===== src/rtl/axi_pkg.sv =====
// Shared types and helpers for the AXI write-channel responder.
package axi_pkg;

    localparam int IDX_W = 16;

    localparam logic [1:0] RESP_OKAY   = 2'b00;
    localparam logic [1:0] RESP_SLVERR = 2'b10;

    typedef enum logic [1:0] {
        BURST_FIXED = 2'b00,
        BURST_INCR  = 2'b01,
        BURST_WRAP  = 2'b10,
        BURST_RSVD  = 2'b11
    } burst_t;

    typedef enum logic [1:0] {
        W_IDLE = 2'd0,
        W_DATA = 2'd1,
        W_RESP = 2'd2
    } wr_state_t;

    // WRAP keeps the bits above len fixed, so the index cycles inside an aligned block.
    function automatic logic [IDX_W-1:0] next_idx(input logic [IDX_W-1:0] idx,
                                                  input logic [3:0]       len,
                                                  input burst_t           burst);
        logic [IDX_W-1:0] mask;
        mask = {{(IDX_W-4){1'b0}}, len};
        case (burst)
            BURST_INCR: next_idx = idx + 1'b1;
            BURST_WRAP: next_idx = (idx & ~mask) | ((idx + 1'b1) & mask);
            default:    next_idx = idx;
        endcase
    endfunction

endpackage


===== src/rtl/axi_mem_responder.sv =====
// AXI write responder: takes AW/W/B bursts into a small byte-strobed word memory
// and exposes a registered debug read port plus a committed-beat counter.
module axi_mem_responder
    import axi_pkg::*;
#(
    parameter int DATA_WIDTH = 32,
    parameter int ADDR_WIDTH = 64,
    parameter int MEM_DEPTH  = 16
) (
    input  logic                         clk,
    input  logic                         areset,
    input  logic [3:0]                   awid_i,
    input  logic [3:0]                   awlen_i,
    input  logic [2:0]                   awsize_i,
    input  logic [1:0]                   awburst_i,
    input  logic [ADDR_WIDTH-1:0]        awaddr_i,
    input  logic                         awvalid_i,
    output logic                         awready_o,
    input  logic [3:0]                   wid_i,
    input  logic [DATA_WIDTH-1:0]        wdata_i,
    input  logic [DATA_WIDTH/8-1:0]      wstrb_i,
    input  logic                         wlast_i,
    input  logic                         wvalid_i,
    output logic                         wready_o,
    output logic [3:0]                   bid_o,
    output logic [1:0]                   bresp_o,
    output logic                         bvalid_o,
    input  logic                         bready_i,
    input  logic [$clog2(MEM_DEPTH)-1:0] dbg_addr_i,
    output logic [DATA_WIDTH-1:0]        dbg_data_o,
    output logic [15:0]                  wr_beats_o
);

    localparam int                 MEM_AW  = $clog2(MEM_DEPTH);
    localparam int                 LANES   = DATA_WIDTH / 8;
    localparam logic [IDX_W:0]     DEPTH_L = (IDX_W+1)'(MEM_DEPTH);

    wr_state_t        r_state;
    logic [3:0]       r_id;
    logic [3:0]       r_len;
    logic [3:0]       r_beat;
    burst_t           r_burst;
    logic [IDX_W-1:0] r_idx;
    logic             r_hi;
    logic             r_aw_err;
    logic             r_err;
    logic [15:0]      r_beats;

    logic w_aw_err;
    logic w_last_beat;
    logic w_in_range;
    logic w_we;

    assign w_aw_err = (awsize_i != 3'd2) || (awburst_i == 2'b11) || (awaddr_i[1:0] != 2'b00) ||
                      ((awburst_i == 2'b10) && !(awlen_i inside {4'd1, 4'd3, 4'd7, 4'd15}));

    // r_hi covers address bits above the tracked index, and INCR overflow of the index.
    assign w_last_beat = (r_beat == r_len);
    assign w_in_range  = !r_hi && !r_aw_err && ({1'b0, r_idx} < DEPTH_L);
    assign w_we        = (r_state == W_DATA) && wvalid_i && w_in_range;

    assign awready_o  = (r_state == W_IDLE);
    assign wready_o   = (r_state == W_DATA);
    assign bvalid_o   = (r_state == W_RESP);
    assign bid_o      = r_id;
    assign bresp_o    = r_err ? RESP_SLVERR : RESP_OKAY;
    assign wr_beats_o = r_beats;

    always_ff @(posedge clk or negedge areset) begin
        if (!areset) begin
            r_state  <= W_IDLE;
            r_id     <= '0;
            r_len    <= '0;
            r_beat   <= '0;
            r_burst  <= BURST_FIXED;
            r_idx    <= '0;
            r_hi     <= 1'b0;
            r_aw_err <= 1'b0;
            r_err    <= 1'b0;
            r_beats  <= '0;
        end else begin
            case (r_state)
                W_IDLE: begin
                    if (awvalid_i) begin
                        r_id     <= awid_i;
                        r_len    <= awlen_i;
                        r_burst  <= burst_t'(awburst_i);
                        r_idx    <= awaddr_i[IDX_W+1:2];
                        r_hi     <= |awaddr_i[ADDR_WIDTH-1:IDX_W+2];
                        r_aw_err <= w_aw_err;
                        r_beat   <= '0;
                        r_state  <= W_DATA;
                    end
                end
                W_DATA: begin
                    if (wvalid_i) begin
                        r_err <= r_err | !w_in_range | (wid_i != r_id) | (wlast_i != w_last_beat);
                        if (w_we) begin
                            r_beats <= r_beats + 16'd1;
                        end
                        r_idx <= next_idx(r_idx, r_len, r_burst);
                        if ((r_burst == BURST_INCR) && (&r_idx)) begin
                            r_hi <= 1'b1;
                        end
                        if (w_last_beat) begin
                            r_state <= W_RESP;
                        end else begin
                            r_beat <= r_beat + 4'd1;
                        end
                    end
                end
                W_RESP: begin
                    if (bready_i) begin
                        r_state <= W_IDLE;
                        r_err   <= 1'b0;
                        r_beat  <= '0;
                    end
                end
                default: r_state <= W_IDLE;
            endcase
        end
    end

    // One storage array per byte lane keeps strobed writes independent.
    for (genvar gi = 0; gi < LANES; gi++) begin : g_lane
        logic [7:0] r_mem [MEM_DEPTH];
        logic [7:0] r_dbg;

        always_ff @(posedge clk or negedge areset) begin
            if (!areset) begin
                for (int w = 0; w < MEM_DEPTH; w++) begin
                    r_mem[w] <= '0;
                end
                r_dbg <= '0;
            end else begin
                if (w_we && wstrb_i[gi]) begin
                    r_mem[r_idx[MEM_AW-1:0]] <= wdata_i[gi*8 +: 8];
                end
                r_dbg <= r_mem[dbg_addr_i];
            end
        end

        assign dbg_data_o[gi*8 +: 8] = r_dbg;
    end

endmodule

===== config.mk =====
export PLATFORM = sky130hd
export DESIGN_NAME = axi_mem_responder
export DESIGN_NICKNAME = d
export VERILOG_FILES = /design/src/rtl/axi_pkg.sv /design/src/rtl/axi_mem_responder.sv
export SDC_FILE = /design/constraint.sdc
export NUM_CORES = 1
export LEC_CHECK = 0
export ABC_CLOCK_PERIOD_IN_PS = 2340
export CAP_MARGIN = 20
export CORE_ASPECT_RATIO = 1.25
export CORE_UTILIZATION = 51
export DETAILED_ROUTE_END_ITERATION = 16
export PLACE_DENSITY = 0.73
export REMOVE_ABC_BUFFERS = 1
export SLEW_MARGIN = 10
export SYNTH_ARGS = -nofsm -noshare
export SYNTH_HDL_FRONTEND = slang
export SYNTH_SLANG_ARGS = --single-unit

===== constraint.sdc =====
create_clock -name clk -period 2.34 [get_ports clk]
set_clock_uncertainty 0.2 [all_clocks]
set_input_delay 0.702 -clock clk [delete_from_list [all_inputs] [get_ports clk]]
set_output_delay 0.702 -clock clk [all_outputs]
set_load 0.01 [all_outputs]

==> impl_metrics.env, run 1 <==
export IMPL_status="complete, but fails checks"
export IMPL_violations="setup timing"
export IMPL_grt_util_met2_pct=43.6
export IMPL_final_common_cell="dfrtp_1"
export IMPL_drtPass1Iterations=5
export IMPL_hold_viol_final=0
export IMPL_busiest_layer="met2"
export IMPL_worst_pin_slew_ps=669
export IMPL_synth_area_mm2=0.0273
export IMPL_criticalPathCategory="reg -> out"
export IMPL_fin_ws_ps=-60.7
export IMPL_drive_gt1_share_pct=51.5
export IMPL_path_clk_slew_ps=60
export IMPL_vdd_ir_drop_max_v=0.000641
export IMPL_die_w_um=209
export IMPL_synth_edff_count=0
export IMPL_synthCells=1715
export IMPL_rrSetupSlack_ps=-60
export IMPL_coreArea_mm2=0.0527
export IMPL_crit_path_end_kind="primary output"
export IMPL_first_global_vias=18400
export IMPL_root_buffer="clkbuf_16"
export IMPL_num_rows=94
export IMPL_ys_ff_latch=595
export IMPL_maxCapViolations=0
export IMPL_cp_arrival_ps=1500
export IMPL_fin_cells=2795
export IMPL_use_met3_pct=4.07
export IMPL_cp_data_required_time_ps=1440
export IMPL_cts_buffers=58
export IMPL_power_density_mw_per_mm2=671
export IMPL_routedWlPerCell_um=24.7
export IMPL_antenna_found_initial=4
export IMPL_tritoncts="done"
export IMPL_async_flop_share_pct=100
export IMPL_max_slew_margin_pct=55.3
export IMPL_io_pins=184
export IMPL_ys_flop_type="dfrtp_1"
export IMPL_clock_sinks=595
export IMPL_post_route_drc_count=0
export IMPL_grt_max_degree=72
export IMPL_vias_per_cell=5.98
export IMPL_path_max_fanout=3
export IMPL_die_area_mm2=0.0544
export IMPL_clk_latency_ps=620
export IMPL_cp_slowest_stage_delay_ps=420
export IMPL_final_max_slew_viol_count=0
export IMPL_layout_common_cells="593 x dfrtp_1, 381 x mux2_4, 160 x mux4_2, 143 x mux2_2, 121 x clkdlybuf4s50_1"
export IMPL_min_period_ps=2400
export IMPL_grt_usage_pct=25.1
export IMPL_critPathTopFamily="flip-flops"
export IMPL_gr_usage_met1_pct=32.1
export IMPL_grt_pass1_wl_mm=105
export IMPL_routed_via_count=16700
export IMPL_drt_initial_drc_count=988
export IMPL_max_freq_mhz=417
export IMPL_cts_buffer_depth=3
export IMPL_initial_core_util_pct=51.8
export IMPL_cp_num_buf_inv=3
export IMPL_die_h_um=261
export IMPL_drt_total_wl_mm=69.1
export IMPL_drtAntennaViolNets=0
export IMPL_static_leakage_power_uw=0.0166
export IMPL_cp_slowest_cell="dfrtp_2"
export IMPL_area_growth_synth_to_final_pct=32.3
export IMPL_hp_class="reg -> reg"
export IMPL_grt_overflow=0
export IMPL_ys_seq_area_share_pct=54.6
export IMPL_cpMostUsedCell="buf_6"
export IMPL_cp_start_kind="flip-flop"
export IMPL_rsz0062_at_grt="yes"
export IMPL_setup_tns_ps=-4690
export IMPL_ys_warn_count=0
export IMPL_place_inst=2671
export IMPL_dpl_hpwl_mm=44.5
export IMPL_avgSynthCellArea_um2=15.9
export IMPL_power_total_uw=24200
export IMPL_routabilityCongestion=0.866
export IMPL_critical_path_cell_chain="buf_6 -> buf_6 -> nor2b_4 -> buf_6"
export IMPL_timing_final_crit_share_pct=103
export IMPL_fin_nets=2209
export IMPL_h_tree_depth=2
export IMPL_finalSetupViolCount=272
export IMPL_synthDistinctLibCells=60
export IMPL_io_buffers=182
stage by stage:
stage               setup WS (ps)  hold slack, ps  utilization, %  area (µm²)
floorplan                    -738             206               -       26900
finish                      -60.7             278            68.5       36100
CTS                          -134             280            64.9       34200
global route                 -110             313            68.5       36100
detailed placement           -585             273            61.0       32100
global placement             -552             261            61.0       32100
synthesized netlist by cell type, types with 9 or more instances:
cell type	n	share of area, %
nor3_1	21	0.39
nor2_2	35	0.80
nand2_1	27	0.37
nor2_4	25	1.0
xor2_1	11	0.35
nand4_1	20	0.46
dfrtp_1	595	55
nor2_1	12	0.17
nand3_1	17	0.31
xnor2_1	15	0.48
o21ai_0	16	0.29
mux2_2	523	22
inv_1	12	0.17
and3_1	9	0.21
clkbuf_1	33	0.45
nor4_1	16	0.37
mux4_2	160	13
buf_1	45	0.62
power breakdown:
part | switching, µW | total [µW] | internal [µW]
sequential | 373 | 10900 | 10600
clock | 3980 | 9790 | 5810
combinational | 1880 | 3490 | 1610
worst register-to-register path: stages (launching register included):
cell,delay (ps)
dfrtp_2,430
buf_12,140
and3b_2,370
clkbuf_16,230
nand4_4,220
nor2_4,180
buf_12,160
mux2_2,340
flip-flops by register name, summed over array words and instances (netlist names), named ones only:
signal	cells
r_idx	13
r_len	4
wr_beats_o	16
r_hi	1
g_lane.r_mem	512
r_beat	4
r_err	1
r_state	2
bid_o	4
g_lane.r_dbg	32
r_aw_err	1
r_burst	2
worst paths after layout:
path	start	endpoint	depth (start not counted)
min in group asynchronous	areset	g_lane[0].r_mem[117]	2
max	r_state[0]	bvalid_o	4
min reg2reg	wr_beats_o[15]	wr_beats_o[15]	1
max in group asynchronous	areset	g_lane[2].r_dbg[6]	4
max reg2reg	r_state[1]	g_lane[0].r_mem[14]	7
min	wr_beats_o[15]	wr_beats_o[15]	1
cell type report:
cell class	count	area (µm²)
fillers	3457	16600
clock inverters	23	249
well taps	672	841
clock buffers	83	1780
repair buffers	393	4630
multi-input cells	1016	13600
inverters	12	45.0
flip-flops and latches	595	14900
diodes	1	2.50
kinds of logic after synthesis:
logic type / after synthesis / synth area share (%)
other: 1 / 0.0137
muxes: 689 / 35.0
adders and majority gates: 6 / 0.275
DFF: 595 / 54.6
AOI/OAI and AO/OA: 65 / 1.69
xor gates and xnor gates: 26 / 0.835
buffers and inverters: 104 / 1.60
and+or+nand+nor: 229 / 5.94
per-layer routing:
metal	share of wire [%]	up-vias	routed length (µm)
met5	0.051	-	35
met4	2.6	6	1770
met3	4.2	113	2890
met2	51	423	35400
met1	42	8968	29000
li1	-	7210	-
what timing repair did:
action	CTS	global route
pin swaps	1	49
setup endpoints to repair	88	342
endpoints found under the hold margin	19	0
gates cloned	0	2
gates resized for setup	77	450
hold buffers	1	0
setup buffers	7	7
Note: power is estimated with default switching activity, not from simulation.
==> inputs of run 2 (changes only) <==
==> constraint.sdc (replaced) <==
create_clock -name clk -period 2.34 [get_ports clk]
set_clock_uncertainty 0.2 [all_clocks]
set_input_delay 0.234 -clock clk [delete_from_list [all_inputs] [get_ports clk]]
set_output_delay 0.234 -clock clk [all_outputs]
set_load 0.01 [all_outputs]
==> impl_metrics.env, run 2 (synthesis gave the netlist of run 1 again) <==
export IMPL_place_inst=2641
export IMPL_first_global_vias=18100
export IMPL_routed_via_count=16400
export IMPL_p_seq_share_pct=45.8
export IMPL_static_leakage_power_uw=0.0157
export IMPL_reg2reg_depth=7
export IMPL_regMostFlops="g_lane.r_mem"
export IMPL_hold_viol_final=0
export IMPL_finalSetupViolCount=0
export IMPL_cp_arrival_ps=2570
export IMPL_power_density_mw_per_mm2=699
export IMPL_largest_reg_flops=512
export IMPL_die_area_mm2=0.0544
export IMPL_cp_data_required_time_ps=2620
export IMPL_io_buffers=182
export IMPL_cp_start_kind="flip-flop"
export IMPL_fin_nets=2173
export IMPL_intPower_uw=17700
export IMPL_r2r_start="r_idx[4]"
export IMPL_dpl_hpwl_mm=44.3
export IMPL_die_w_um=209
export IMPL_final_common_cell="dfrtp_1"
export IMPL_max_freq_mhz=437
export IMPL_grt_max_degree=62
export IMPL_post_route_drc_count=0
export IMPL_utilization_pct=64.7
export IMPL_min_period_ps=2290
export IMPL_fin_cells=2760
export IMPL_rsz0062_at_grt="yes"
export IMPL_routabilityCongestion=0.882
export IMPL_power_frac_comb_pct=13.6
export IMPL_routedWlPerCell_um=23.5
export IMPL_h_tree_depth=2
export IMPL_vdd_ir_drop_max_v=0.000529
export IMPL_drtPass1Iterations=5
export IMPL_io_pins=184
export IMPL_critPathLaunch="r_idx[4]"
export IMPL_cts_buffers=58
export IMPL_drt_total_wl_mm=64.7
export IMPL_vias_per_cell=5.95
export IMPL_coreArea_mm2=0.0527
export IMPL_die_h_um=261
export IMPL_hp_class="in -> reg"
export IMPL_max_slew_margin_pct=54.3
export IMPL_initial_core_util_pct=51.8
export IMPL_worst_pin_slew_ps=684
export IMPL_criticalPathCategory="reg -> reg"
export IMPL_cts_buffer_depth=3
export IMPL_area_growth_synth_to_final_pct=25.1
export IMPL_drive_gt1_share_pct=49.6
export IMPL_num_rows=94
export IMPL_grt_usage_pct=24.7
export IMPL_maxCapViolations=0
export IMPL_tritoncts="done"
export IMPL_antenna_found_initial=1
export IMPL_final_max_slew_viol_count=0
export IMPL_timing_final_crit_share_pct=97.8
export IMPL_swShare_pct=25.6
export IMPL_clock_sinks=595
export IMPL_crit_path_end_kind="flip-flop"
export IMPL_drt_initial_drc_count=764
export IMPL_clk_latency_ps=600
export IMPL_antennaDiodeCount=0
export IMPL_root_buffer="clkbuf_16"
export IMPL_layout_common_cells="595 x dfrtp_1, 523 x mux2_2, 175 x clkdlybuf4s50_1, 160 x mux4_2, 93 x buf_12"
export IMPL_drtAntennaViolNets=0
export IMPL_grt_overflow=0
export IMPL_critPathCapture="g_lane[1].r_mem[62]"
export IMPL_p_switching_uw=6100
export IMPL_status="finished, final reports clean"
export IMPL_rrSetupSlack_ps=50
export IMPL_path_clk_slew_ps=60
export IMPL_power_share_clock_pct=40.5
export IMPL_path_max_fanout=16
export IMPL_r2r_end="g_lane[1].r_mem[62]"
export IMPL_grt_pass1_wl_mm=104
[run 2: worst min-delay path by stage]
stage	start	to	slack, ps	cells after the start
6_report	awid_i[1]	bid_o[1]	50	2
5_1_grt	awid_i[0]	bid_o[0]	20	2
4_1_cts	awid_i[0]	bid_o[0]	9	2
3_5_place_dp	areset	bid_o[1]	40	1
3_3_place_gp	areset	bid_o[1]	20	1
2_1_floorplan	areset	async pin	-260	0
[run 2: metrics by stage]
| step | setup WS [ps] | hold slack, ps | power (µW) | TNS (ps) | area, µm² |
|---|---|---|---|---|---|
| 3_3_place_gp | -124 | 18.1 | 14200 | -24180 | 31900 |
| 6_report | 50.7 | 47.9 | 23900 | 0 | 34100 |
| 3_5_place_dp | -122 | 38.2 | 14300 | -28350 | 31900 |
| 5_1_grt | -23.5 | 23.9 | 24800 | -148 | 34100 |
| 2_1_floorplan | -738 | -262 | 12500 | -277700 | 26900 |
| 4_1_cts | -0.357 | 9.23 | 24000 | -0.357 | 34000 |
[run 2: timing repair]
action / 4_1_cts / 5_1_grt
setup endpoints to repair: 20 / 265
cloned: 0 / 1
gates resized for setup: 6 / 15
buffers inserted: 4 / 3
hold buffers: 3 / 0
pin swaps: 1 / 3
endpoints found under the hold margin: 347 / 0
[run 2: worst max-delay path, stage by stage (launching register included)]
cell and delay [ps]:
dfrtp_1 410, nor4_4 350, buf_12 220, nand4_1 150, buf_4 200, nor2_2 140, buf_12 150, mux2_2 330
[run 2: metal layers]
layer	track usage, %	vias to the layer above	part of all wire (%)
met5	0	-	0.020
met4	6.50	2	2.3
met3	3.73	95	4.0
met2	43.5	363	53
met1	32.1	8806	41
li1	-	7145	-
[run 2: layout make-up]
type	count	area [µm²]
inverter	12	45.0
sequential	595	14900
multi-input combinational	1016	12000
clock inverter	23	278
tap	672	841
clock buffer	85	1720
timing repair buffer	357	4330
fill	3715	18600
[run 2: power by group through the flow]
| stage | Combinational (µW) | Sequential, µW | Clock (µW) |
|---|---|---|---|
| after floorplan | 1410 | 11100 | 0 |
| final | 3260 | 10900 | 9670 |
| after CTS | 3220 | 10900 | 9900 |
| after global placement | 3090 | 11100 | 0 |
| after detailed placement | 3170 | 11100 | 0 |
| after global routing | 3540 | 11000 | 10300 |
==> inputs of run 3 (changes only) <==
ABC_AREA = 0   (was not set)
CTS_CLUSTER_SIZE = 28   (was not set)
==> impl_metrics.env, run 3 (synthesis gave the netlist of run 1 again) <==
export IMPL_status="finished, final reports clean"
export IMPL_grt_max_degree=62
export IMPL_cp_data_required_time_ps=2620
export IMPL_max_freq_mhz=440
export IMPL_initial_core_util_pct=51.8
export IMPL_vias_per_cell=5.97
export IMPL_final_max_slew_viol_count=0
export IMPL_clk_latency_ps=600
export IMPL_drive_gt1_share_pct=49.5
export IMPL_hold_viol_final=0
export IMPL_r2r_end="g_lane[3].r_mem[49]"
export IMPL_cpMostUsedCell="buf_12"
export IMPL_grt_usage_pct=24.8
export IMPL_place_inst=2641
export IMPL_worst_pin_slew_ps=678
export IMPL_max_slew_margin_pct=54.7
export IMPL_dpl_cell_area_mm2=0.0319
export IMPL_fin_nets=2170
export IMPL_finalSetupViolCount=0
export IMPL_io_pins=184
export IMPL_area_growth_synth_to_final_pct=24.9
export IMPL_cts_buffer_depth=3
export IMPL_final_area_mm2=0.0341
export IMPL_path_clk_slew_ps=60
export IMPL_antennaDiodeCount=0
export IMPL_antenna_found_initial=1
export IMPL_hp_class="in -> reg"
export IMPL_root_buffer="clkbuf_16"
export IMPL_drt_total_wl_mm=64.4
export IMPL_regMostFlops="g_lane.r_mem"
export IMPL_cp_start_kind="flip-flop"
export IMPL_final_common_cell="dfrtp_1"
export IMPL_cts_buffers=58
export IMPL_routabilityCongestion=0.882
export IMPL_largest_reg_flops=512
export IMPL_die_area_mm2=0.0544
export IMPL_static_leakage_power_uw=0.0157
export IMPL_layout_common_cells="595 x dfrtp_1, 523 x mux2_2, 175 x clkdlybuf4s50_1, 160 x mux4_2, 92 x buf_12"
export IMPL_vdd_ir_drop_max_v=0.000677
export IMPL_grt_pass1_wl_mm=105
export IMPL_criticalPathCategory="reg -> reg"
export IMPL_path_max_fanout=16
export IMPL_crit_path_end_kind="flip-flop"
export IMPL_r2r_start="r_idx[4]"
export IMPL_fin_cells=2757
export IMPL_drt_initial_drc_count=883
export IMPL_whs_endpoint="bid_o[0]"
export IMPL_grt_overflow=0
export IMPL_maxCapViolations=0
export IMPL_clock_sinks=595
export IMPL_rsz0062_at_grt="yes"
export IMPL_hp_start="awid_i[0]"
export IMPL_io_buffers=182
export IMPL_min_period_ps=2270
export IMPL_critical_path_cell_chain="nor4_4 -> buf_12 -> nand4_1 -> buf_4 -> nor2_2 -> buf_12 -> mux2_2"
export IMPL_holdPathStages=2
export IMPL_coreArea_mm2=0.0527
export IMPL_dpl_hpwl_mm=44.3
export IMPL_critPathLaunch="r_idx[4]"
export IMPL_cp_slowest_stage_delay_ps=410
export IMPL_hold_ws_ps=50.2
export IMPL_timing_final_crit_share_pct=97.2
export IMPL_tritoncts="done"
export IMPL_die_h_um=261
export IMPL_reg2reg_depth=7
export IMPL_drtAntennaViolNets=0
export IMPL_first_global_vias=18100
export IMPL_routed_via_count=16500
export IMPL_drtPass1Iterations=5
export IMPL_cp_arrival_ps=2560
export IMPL_num_rows=94
export IMPL_cp_slowest_cell="dfrtp_1"
export IMPL_rrSetupSlack_ps=70
export IMPL_die_w_um=209
export IMPL_routedWlPerCell_um=23.4
export IMPL_post_route_drc_count=0
export IMPL_h_tree_depth=2
export IMPL_power_density_mw_per_mm2=702
[run 3: what timing repair did]
| item | CTS | global route |
|---|---|---|
| setup endpoints to repair | 24 | 227 |
| pin swaps | 1 | 2 |
| hold endpoints to repair | 347 | 0 |
| hold buffers | 3 | 0 |
| resized for setup | 6 | 13 |
| buffers inserted | 5 | 0 |
[run 3: through the flow]
stage	worst slack, ps	TNS (ps)	total power (µW)	utilization (%)
finish	66.5	0	23900	64.7
global route	-23.2	-310	24900	64.7
CTS	2.68	0	24200	64.6
detailed placement	-122	-28350	14300	60.6
global placement	-124	-24180	14200	60.6
floorplan	-738	-277700	12500	-
[run 3: final cells by class]
| class | instances | area [µm²] |
|---|---|---|
| clock buffers | 85 | 1720 |
| clock inverters | 23 | 302 |
| fillers | 3720 | 18600 |
| inverters | 12 | 45.0 |
| well taps | 672 | 841 |
| flip-flops and latches | 595 | 14900 |
| repair buffers | 354 | 4280 |
| multi-input cells | 1016 | 12000 |
[run 3: worst max-delay path by stage]
stage                                      end
after floorplan           g_lane[3].r_mem[100]
after CTS                             wready_o
final                      g_lane[3].r_mem[49]
after global placement      g_lane[3].r_mem[5]
after global routing       g_lane[3].r_mem[70]
after detailed placement    g_lane[3].r_mem[7]
[run 3: critical path: cells and delay by family, from the launching register on]
family	cells	cell delay, ps
DFF	1	410
buffers and inverters	3	570
and+or+nand+nor	3	620
muxes	1	350
[run 3: routing by layer]
layer	part of all wire (%)	wire length (µm)	vias to the layer above	global-route usage, %
met3	4.0	2600	91	3.67
met4	2.2	1410	2	6.56
li1	-	-	7140	-
met5	0.020	13	-	0
met2	53	34000	399	43.7
met1	41	26300	8841	32.1
[run 3: power breakdown]
| group | internal, µW | leakage, µW | switching (µW) |
|---|---|---|---|
| Clock | 5850 | 0.000991 | 3920 |
| Combinational | 1450 | 0.00648 | 1780 |
| Sequential | 10500 | 0.00825 | 378 |
==> RTL change: new RTL, config.mk and constraints of run 1 <==
Set the parameter `ADDR_WIDTH` to 56 (it was 64).
--- a/src/rtl/axi_mem_responder.sv
+++ b/src/rtl/axi_mem_responder.sv
@@ -4,7 +4,7 @@
     import axi_pkg::*;
 #(
     parameter int DATA_WIDTH = 32,
-    parameter int ADDR_WIDTH = 64,
+    parameter int ADDR_WIDTH = 56,
     parameter int MEM_DEPTH  = 16
 ) (
     input  logic                         clk,
Interface: changed (resized awaddr_i); port bits go from 184 to 176. The function was not compared with the original's and may differ.
==> RTL change against run 1 <==
  * Die area shrank 0.21%
  * Sequential cell count stayed put
  * Final area fell by 6.6%
  * Hold slack lost 10 ps
  * Power fell by 4.2%
  * Count of clock-buffer cells in the layout grew 7
  * Synthesized area down 0.21%
  * Worst setup slack improved by 63 ps
  * Wire length fell by 7.4%
  * Largest cell class unchanged
==> RTL change: results <==
{
  "outcome": "finished, final reports clean",
  "drive_gt1_frac": 0.5046,
  "grt_pass1_wl_microns": 103500,
  "track_usage": 0.2466,
  "h-tree-depth": 2,
  "synth_compound_area_frac": 0.01747,
  "hold_depth": 1,
  "ys.flop_type": "dfrtp_1",
  "place_congestion": 0.8145,
  "worst-r2r-cell-count": 7,
  "cts_inserted_buffers": 57,
  "dr.pass1.iters": 5,
  "arrival_ps": 1440,
  "cpPeakStageDelay_ps": 440,
  "synthMuxAreaShare": 0.3523,
  "clock-root-buffer": "clkbuf_16",
  "port_buffers": 174,
  "seq_area_frac_synth": 0.5471,
  "cp_max_fo": 5,
  "relSlewSlack": 0.6237,
  "synth_area_leaders": "dfrtp_1, mux2_2, mux4_2",
  "largest_reg_flops": 512,
  "clk_pin_slew_ps": 60,
  "layout.nets": 2166,
  "async_flop_share": 1.000,
  "r2r_start": "r_idx[15]",
  "whs_ps": 268.0,
  "r2r-end": "g_lane[2].r_mem[51]",
  "antenna_found_initial": 2,
  "layout.cells.non_filler": 2754,
  "hold_start": "wr_beats_o[15]",
  "viasPerCell": 5.862,
  "grt_max_degree": 84,
  "irDropWorstVdd_uv": 689.6,
  "detail_route.iter0.violations": 804,
  "ff2ff_setup_slack_ps": 20,
  "synth_cells": 1705,
  "clock_latency_ps": 610,
  "dp.cells": 2645,
  "cp_slowest_cell": "dfrtp_1",
  "synth_xor_xnor_area_share": 0.008367,
  "clockBufferDepth": 3,
  "crit_family": "flip-flops",
  "synth-adder-area-share": 0.002758,
  "synth.distinct_cells": 59,
  "leakage_uw": 0.01612,
  "yosys-top-cells-count": "dfrtp_1, mux2_2, mux4_2, nor2_2, buf_1",
  "critPathLaunch": "r_state[1]",
  "hold_class": "reg -> reg",
  "hold_end": "wr_beats_o[15]",
  "grt_pass1_vias": 17920,
  "post-dp-hpwl_microns": 43480,
  "wl_per_cell_microns": 23.23
}
[RTL change: cell count changes after synthesis, moves of 5 or more]
cell	run 1	this run
nor2_4	25	0
buf_2	7	2
inv_1	12	19
mux2_2	523	516
nor2_2	35	52
mux2_4	0	8
nor2_8	0	8
nand2_1	27	19
[RTL change: repair_timing]
action,CTS,global route
pin swaps,1,1
gates cloned,0,1
setup buffers,5,2
endpoints found under the hold margin,24,0
gates resized for setup,69,8
endpoints found under the setup margin,60,105
hold buffers,1,0
[RTL change: worst max-delay path by stage]
stage | end | slack, ps
after floorplan | g_lane[2].r_mem[100] | -1320
after global placement | g_lane[0].r_mem[58] | -620
after detailed placement | g_lane[0].r_mem[6] | -680
after CTS | bvalid_o | -100
after global routing | g_lane[2].r_mem[51] | -30
final | awready_o | 2
[RTL change: where the power goes]
group | switching [uW] | internal (uW)
Clock | 3860 | 4950
Sequential | 343 | 10600
Combinational | 1920 | 1550
[RTL change: routing by layer]
| metal | vias to the layer above | track usage | part of all wire |
|---|---|---|---|
| met2 | 362 | 0.4366 | 0.53 |
| met4 | 2 | 0.06761 | 0.023 |
| met5 | - | 0 | 0.00020 |
| met1 | 8593 | 0.3143 | 0.41 |
| met3 | 94 | 0.04128 | 0.045 |
| li1 | 7094 | - | - |
[RTL change: metrics by stage]
stage                     TNS [ps]  setup slack, ps  instance area [sq um]    util
after detailed placement   -301580           -680.5                  31890  0.6053
after floorplan            -625500            -1317                  26820       -
final                            0            2.493                  33680  0.6393
after global routing        -250.3           -25.71                  33680  0.6392
after CTS                   -96.45           -96.45                  33620  0.6381
after global placement     -294350           -617.7                  31890  0.6053
[RTL change: final cells by class]
cell class | count | area (sq um)
Antenna cell | 1 | 2.502
Clock buffer | 90 | 1663
Clock inverter | 9 | 78.83
Fill cell | 3799 | 19010
Inverter | 20 | 75.07
Multi-Input combinational cell | 996 | 11900
Sequential cell | 595 | 14890
Tap cell | 672 | 840.8
Timing Repair Buffer | 371 | 4237
[RTL change: cell families (layout without fill, tap and decap cells)]
group,after synthesis,count (layout)
multiplexers,689,689
flip-flops,595,595
AND/OR/NAND/NOR,208,208
buffers and inverters,114,490
AO/OA/AOI/OAI,66,66
XOR/XNOR,26,26
adder cells (fa/ha/maj),6,6
other,1,2
[RTL change: worst reg2reg max path, stage by stage, from the launching register on]
cell and delay (ps):
dfrtp_1 420, nor4_4 330, buf_12 220, nand4_1 170
buf_4 210, nor2_2 150, buf_12 150, mux2_2 350
